$ cat config.mk
export PLATFORM = sky130hd
export DESIGN_NAME = sized_register_file
export DESIGN_NICKNAME = d
export VERILOG_FILES = /design/src/rtl/sized_register_file.sv
export SDC_FILE = /design/constraint.sdc
export NUM_CORES = 1
export LEC_CHECK = 0
export ABC_AREA = 1
export BUFFER_PORTS_ARGS = -buffer_cell sky130_fd_sc_hd__buf_4
export CAP_MARGIN = 20
export CORE_UTILIZATION = 29
export DETAILED_ROUTE_END_ITERATION = 10
export GPL_ROUTABILITY_DRIVEN = 0
export PLACE_DENSITY = 0.55
export SLEW_MARGIN = 25
export SYNTH_ARGS = -nofsm -noshare
export SYNTH_HDL_FRONTEND = slang
export SYNTH_SLANG_ARGS = --single-unit
$ cat constraint.sdc
create_clock -name CLK -period 3.85 [get_ports CLK]
set_clock_uncertainty 0.15 [all_clocks]
set_input_delay 0.77 -clock CLK [delete_from_list [all_inputs] [get_ports CLK]]
set_output_delay 0.77 -clock CLK [all_outputs]
set_load 0.03 [all_outputs]
$ cat src/rtl/sized_register_file.sv
// rtl/sized_register_file.sv - register file with byte/word/long writes, bypassed reads and a masked transfer sequencer
module sized_register_file #(
   parameter int REG_WIDTH = 32,
   parameter int REG_COUNT = 8,
   parameter int SEL_WIDTH = 3
) (
   input  logic                 CLK,
   input  logic                 RESET,
   input  logic [SEL_WIDTH-1:0] REG_SEL_A,
   input  logic [SEL_WIDTH-1:0] REG_SEL_B,
   input  logic [SEL_WIDTH-1:0] REG_SEL_W,
   input  logic                 WE,
   input  logic [1:0]           SIZE,
   input  logic [REG_WIDTH-1:0] D,
   output logic [REG_WIDTH-1:0] Q_A,
   output logic [REG_WIDTH-1:0] Q_B,
   input  logic                 START,
   input  logic                 DIR,
   input  logic                 REVERSE,
   input  logic [REG_COUNT-1:0] MASK,
   output logic                 SEQ_REQ,
   input  logic                 SEQ_ACK,
   output logic [SEL_WIDTH-1:0] SEQ_IDX,
   output logic [REG_WIDTH-1:0] SEQ_Q,
   input  logic [REG_WIDTH-1:0] SEQ_D,
   output logic                 BUSY,
   output logic                 DONE
);

   typedef enum logic [1:0] {IDLE, XFER, FIN} state_t;

   state_t               state_q, state_d;
   logic [REG_COUNT-1:0] mask_q, mask_d;
   logic                 dir_q, dir_d;
   logic                 rev_q, rev_d;
   logic [SEL_WIDTH-1:0] idx_q, idx_d;
   logic [REG_WIDTH-1:0] regs_q [REG_COUNT];
   logic [REG_WIDTH-1:0] regs_d [REG_COUNT];

   logic                 wr_en;
   logic [SEL_WIDTH-1:0] wr_idx;
   logic [REG_WIDTH-1:0] wr_val;
   logic                 load_ack;
   logic [REG_COUNT-1:0] remaining;

   function automatic logic [REG_WIDTH-1:0] merge(input logic [REG_WIDTH-1:0] old_v,
                                                  input logic [REG_WIDTH-1:0] new_v,
                                                  input logic [1:0]           sz);
      merge = old_v;
      case (sz)
         2'b00:   merge = {old_v[REG_WIDTH-1:8], new_v[7:0]};
         2'b01:   merge = {old_v[REG_WIDTH-1:16], new_v[15:0]};
         2'b10:   merge = new_v;
         default: merge = old_v;
      endcase
   endfunction

   // First set bit in scan order; the last match in each loop wins.
   function automatic logic [SEL_WIDTH-1:0] pick(input logic [REG_COUNT-1:0] m, input logic rev);
      pick = '0;
      if (rev) begin
         for (int i = 0; i < REG_COUNT; i++) begin
            if (m[i]) pick = SEL_WIDTH'(i);
         end
      end else begin
         for (int i = REG_COUNT - 1; i >= 0; i--) begin
            if (m[i]) pick = SEL_WIDTH'(i);
         end
      end
   endfunction

   // A load-mode acknowledge takes the write port away from the external writer.
   always_comb begin
      load_ack = (state_q == XFER) && SEQ_ACK && dir_q;
      wr_en    = 1'b0;
      wr_idx   = REG_SEL_W;
      wr_val   = merge(regs_q[REG_SEL_W], D, SIZE);
      if (load_ack) begin
         wr_en  = 1'b1;
         wr_idx = idx_q;
         wr_val = SEQ_D;
      end else if (WE && (SIZE != 2'b11)) begin
         wr_en  = 1'b1;
      end
   end

   always_comb begin
      regs_d = regs_q;
      if (wr_en) regs_d[wr_idx] = wr_val;
      Q_A   = (wr_en && (wr_idx == REG_SEL_A)) ? wr_val : regs_q[REG_SEL_A];
      Q_B   = (wr_en && (wr_idx == REG_SEL_B)) ? wr_val : regs_q[REG_SEL_B];
      SEQ_Q = (wr_en && (wr_idx == idx_q))     ? wr_val : regs_q[idx_q];
   end

   always_comb begin
      state_d   = state_q;
      mask_d    = mask_q;
      dir_d     = dir_q;
      rev_d     = rev_q;
      idx_d     = idx_q;
      remaining = mask_q & ~(REG_COUNT'(1) << idx_q);
      SEQ_REQ   = 1'b0;
      DONE      = 1'b0;
      BUSY      = (state_q != IDLE);
      SEQ_IDX   = idx_q;
      case (state_q)
         IDLE: begin
            if (START) begin
               mask_d = MASK;
               dir_d  = DIR;
               rev_d  = REVERSE;
               if (MASK != '0) begin
                  idx_d   = pick(MASK, REVERSE);
                  state_d = XFER;
               end else begin
                  state_d = FIN;
               end
            end
         end
         XFER: begin
            SEQ_REQ = 1'b1;
            if (SEQ_ACK) begin
               mask_d = remaining;
               if (remaining != '0) idx_d = pick(remaining, rev_q);
               else                 state_d = FIN;
            end
         end
         FIN: begin
            DONE    = 1'b1;
            state_d = IDLE;
         end
         default: state_d = IDLE;
      endcase
   end

   always_ff @(posedge CLK) begin
      if (RESET) begin
         state_q <= IDLE;
         mask_q  <= '0;
         dir_q   <= 1'b0;
         rev_q   <= 1'b0;
         idx_q   <= '0;
         for (int i = 0; i < REG_COUNT; i++) regs_q[i] <= '0;
      end else begin
         state_q <= state_d;
         mask_q  <= mask_d;
         dir_q   <= dir_d;
         rev_q   <= rev_d;
         idx_q   <= idx_d;
         for (int i = 0; i < REG_COUNT; i++) regs_q[i] <= regs_d[i];
      end
   end

endmodule

* Word level (Yosys, flattened, before mapping)
Cells that the tools add are included.
** Storage, ports and cells
- Word-level logic and storage cells :: 127
- Flip-flop bits (word level) :: 271
- Bits of input ports :: 90
- Output and inout bits :: 102
** Operators by class
- Mux-type cells :: 70
- Shifts and indexed selects :: 1
- Reduce and logical (&&, ||, !) cells :: 17
- $lt $le $gt $ge :: 6
- Bitwise logic cells :: 7
- Equal/unequal tests :: 13
** Operator list (number)
- 2-to-1 mux 32 bit :: 13
- binary-select mux 32 bit (select 3 bit) :: 4
- bitwise mux 256 bit :: 1
- 2-to-1 mux 3 bit :: 35
- demux 32 bit (select 3 bit) :: 1
- case mux 32 bit (3 select lines) :: 1
- >= comparator 4 bit (second input constant) :: 5
- NOT 3 -> 4 bit :: 5
- 2-to-1 mux 8 bit :: 2
- case mux 8 bit (2 select lines) :: 1
- nonzero test 8 bit :: 2
- inequality test 2 bit (second input constant) :: 5
- equality test 3 bit :: 3
- AND 8 bit :: 1
- 2-to-1 mux 2 bit :: 4
- NOT 8 bit :: 1
- << shifter 1 x 3 -> 8 bit (first input constant) :: 1
- logical AND 1 bit :: 7
- 2-to-1 mux 1 bit :: 6
- case mux 3 bit (2 select lines) :: 1
- AND reduction 3 bit :: 2
- AND reduction 5 bit :: 1
- equality test 2 x 1 -> 1 bit (second input constant) :: 2
- equality test 2 bit (second input constant) :: 2
- 6 further kinds :: 8

* Logic depth before layout (Yosys ltp)
- Word-level depth :: 15
- Mapped depth :: 15
- Depth with buffers taken out :: 14

* Least setup slack after synthesis
OpenSTA, ideal clock, no wires.
- Path kind :: input port to output port
- From :: input port REG_SEL_W[0]
- To :: output port Q_A[23]
- Arrival :: 2.708 ns
- Data required time :: 2.930 ns
- Path slack :: 0.222 ns
- Stages on the path :: 10
- Path buffers :: 4
- Cells stage by stage :: buf_2 buf_2 clkbuf_1 o211ai_1 nand3_1 nand3_1 nand2_1 o21ai_0 clkbuf_1 o21ai_0
** Between the ends
- Word-level cells in the longest chain between the ends :: 7
- Elaborated cells on any way between the ends :: 10
- Those cells by class :: eq/ne: 1; mux: 7; bitwise: 1; reduce/logical: 1
** RTL lines
- from (decl) :: RTL line 11 : input logic [SEL_WIDTH-1:0] REG_SEL_W,
- NOT 3 -> 4 bit (implied by the code) :: RTL line 77 : wr_val = merge(regs_q[REG_SEL_W], D, SIZE);
- binary-select mux 32 bit (select 3 bit) :: RTL line 77
- 2-to-1 mux 32 bit (implied by the code) (2 in series) :: RTL line 77
- case mux 32 bit (3 select lines) :: RTL line 50 : case (sz)
- 2-to-1 mux 32 bit :: RTL line 78 : if (load_ack) begin
- 2-to-1 mux 32 bit * :: RTL line 90 : Q_A = (wr_en && (wr_idx == REG_SEL_A)) ? wr_val : regs_q[REG_SEL_A];
- to (decl) :: RTL line 15 : output logic [REG_WIDTH-1:0] Q_A,
Mark *: on every way between the ends. The rest lies on a longest branch, timed or not. The select of a mux whose other input is x is not followed.

* Worst setup path after layout
- From :: input port REG_SEL_W[2]
- To :: output port SEQ_Q[17]
** Between the ends
- Word-level cells in the longest chain between the ends :: 7
- Elaborated cells on any way between the ends :: 10
- Those cells by class :: eq/ne: 1; mux: 7; bitwise: 1; reduce/logical: 1
** RTL lines
- NOT 3 -> 4 bit (implied by the code) :: RTL line 77
- binary-select mux 32 bit (select 3 bit) :: RTL line 77
- 2-to-1 mux 32 bit (implied by the code) (2 in series) :: RTL line 77
- case mux 32 bit (3 select lines) :: RTL line 50
- 2-to-1 mux 32 bit :: RTL line 78
- 2-to-1 mux 32 bit * :: RTL line 92 : SEQ_Q = (wr_en && (wr_idx == idx_q)) ? wr_val : regs_q[idx_q];
- to (decl) :: RTL line 24 : output logic [REG_WIDTH-1:0] SEQ_Q,
Marks and branches as above.

==> impl_metrics.tcl <==
set metrics [dict create \
    slew_headroom 0.474 \
    slew_viol_final 0 \
    min_period_over_period 0.980 \
    ant_nets 0 \
    synth_ff_type "dfxtp_1" \
    cts_tree "yes" \
    synthesis.area_sq_mm 0.0192 \
    status "completed" \
    grt.overflow.total 0 \
    layout-drive-gt1-share 0.144 \
    crit_chain "buf_4 -> clkinv_1 -> o21ai_0 -> a21oi_1 -> o21ai_1 -> nand2_1 -> nand2_1 -> o21ai_1 -> buf_4 -> o21ai_1 -> buf_4" \
    synth.avg_cell_area_sq_um 6.16 \
    grt_pass1_wl_um 126000 \
    num_rows 93 \
    layout.nets 3270 \
    drt_iter0_drc 2780 \
    fmax_ghz 0.265 \
    first_pass_iters 6 \
    finalCriticalPeriod_ps 3770 \
    drc 0 \
    syn_nets 3209 \
    powerDensity_mw_per_mm2 405 \
    fin_util 0.358 \
    irDropWorstVdd_v 0.000255 \
    setup_viol 0 \
    synthTopCellsByArea "dfxtp_1 28%, o21ai_0 19%, a21oi_1 17%, nand2_1 7.6%, o211ai_1 6.3%" \
    crit_arrival_ps 2850 \
    fill_cells 7066 \
    ys_warn_count 0 \
    grt_max_degree 110 \
    yosys.area.top_type_share 0.282 \
    numCtsBuffers 34 \
    antenna_found_initial 4 \
    maxCapViolations 0 \
    io_buffers 191 \
    dieArea_sq_mm 0.0673 \
    cts-htree-levels 2 \
    grt_pass1_vias 20300 \
    synth_edf_count 0 \
    yosysSeqAreaShare 0.282 \
    crit_slowest_cell "clkinv_1" \
    worstHoldStart "DIR" \
    die_h_um 259 \
    wl_per_cell_um 20.9 \
    startpoint "REG_SEL_W[2]" \
    core_sq_mm 0.0649 \
    clock_path_buffers 3 \
    vias 22500 \
    worst-path-buf-inv 4 \
    slowest_delay_ps 440 \
    initial_utilization 0.296 \
    cts_sinks 271 \
    worstMarginPinSlew_ps 788 \
    clk_pin_slew_ps 60 \
    worstReg2RegStart "state_q[1]" \
    criticalPathCategory "in -> out" \
    synth_area_leader_cell "dfxtp_1" \
    syn_to_final_growth_pct 21.1 \
    cp.required_ps 2930 \
    hold_class "in -> reg" \
    crit_path_end_kind "output port" \
    async_flop_share 0 \
    holdBufCountCts 0 \
    wl_um 84900 \
    synthCells 3119 \
    track_usage 0.240 \
    leakage_nw 9.04 \
    startpoint_type "primary input" \
    critPathMaxFanout 11 \
    io_pins 192 \
    tns_ps 0 \
    cts-root-buf "clkbuf_16" \
    synthDistinctLibCells 33 \
    die_w_um 259 \
    critical_path.top_delay_family "buffers and inverters" \
    ys_ff_latch 271 \
    vias_per_cell 5.55 \
    hold_violations 0 \
    clk_latency_ps 550 \
    hpwlAfterDp_um 55300 \
    rsz0062_at_grt "true" \
]
==> cell usage after synthesis (all sizes together) (5+ instances only) <==
library cell / instances
clkbuf: 242
a21oi: 656
dfxtp: 271
o211ai: 162
inv: 274
nand3: 98
a211oi: 25
nand2: 392
a31oi: 5
buf: 74
o21ai: 790
nor2: 49
o22ai: 62
==> cells by family (layout without fill, tap and decap cells) <==
logic type / Yosys count / after routing / share of synthesized area
AO/OA/AOI/OAI: 1708 / 1709 / 0.477
XOR/XNOR: 2 / 2 / 0.000912
buffers and inverters: 593 / 676 / 0.121
flip-flops: 271 / 271 / 0.282
other: 0 / 2 / 0
AND/OR/NAND/NOR: 545 / 545 / 0.119
==> layout make-up <==
cell class              instances  area [sq um]  share of cell area
multi-input cells            2256         11500               0.495
flip-flops and latches        271          5430               0.233
clock inverters                12           141             0.00608
diodes                          2          5.00            0.000215
well taps                     855          1070              0.0460
clock buffers                  47          1000              0.0430
repair buffers                340          3050               0.131
inverters                     277          1050              0.0452
==> layout by cell type, fill, tap and decap left out, types with 3 or more instances in the layout <==
cell type	instances
o2bb2ai_1	4
nand3_1	98
inv_2	22
o21ai_1	44
a31oi_1	5
buf_4	294
a211oi_1	25
a21oi_1	655
dfxtp_1	269
buf_6	11
clkbuf_16	38
o21ai_2	13
nand2_1	382
nor2_1	39
clkbuf_1	4
clkinv_2	7
nor2_4	9
o211ai_1	162
bufinv_16	3
buf_12	32
o22ai_1	62
nand2_2	8
inv_1	250
o21ai_0	733
clkbuf_8	8
==> per-stage QoR <==
stage	area (sq um)	hold slack (ps)	power [mW]	setup WS [ps]	cells
detailed placement	21900	370	6.00	-23.6	3986
CTS	23000	289	9.38	14.3	4048
floorplan	19200	327	4.83	222	3119
global route	23300	301	9.81	-14.6	4060
finish	23300	307	9.41	75.9	4060
global placement	21900	369	6.00	8.66	3986
==> where the power goes <==
part	switching, mW	internal (mW)	total [mW]
combinational	2.05	0.943	2.99
clock	1.36	2.02	3.38
sequential	0.106	2.94	3.04
==> registers in the layout, indices dropped and copies added, names as in the netlist <==
register and cells:
dir_q 1, SEQ_IDX 3, mask_q 8, rev_q 1
regs_q 256, state_q 2
==> what timing repair did <==
action	4_1_cts	5_1_grt
cloned	0	4
hold endpoints to repair	0	0
resized for setup	5	33
pin swaps	1	5
setup buffers	3	6
setup endpoints to repair	21	76
==> path summary, 6_finish.rpt <==
path                 endpoint  slack [ps]  cells past startpoint
setup reg to reg  regs_q[114]        1180                     12
setup / recovery    SEQ_Q[17]          80                     11
hold / removal          dir_q         310                      3
hold reg to reg     mask_q[6]         390                      2
==> per-layer routing <==
layer | global-route usage | wire length [um]
met1 | 0.334 | 38000
met2 | 0.371 | 36900
met3 | 0.0442 | 7240
met4 | 0.0807 | 2680
met5 | 0 | 40
==> worst min-delay path, stage by stage <==
cell and delay, ps:
buf_4 80, nor3_1 40, nor2_1 80
(Power assumes the default switching activity.)
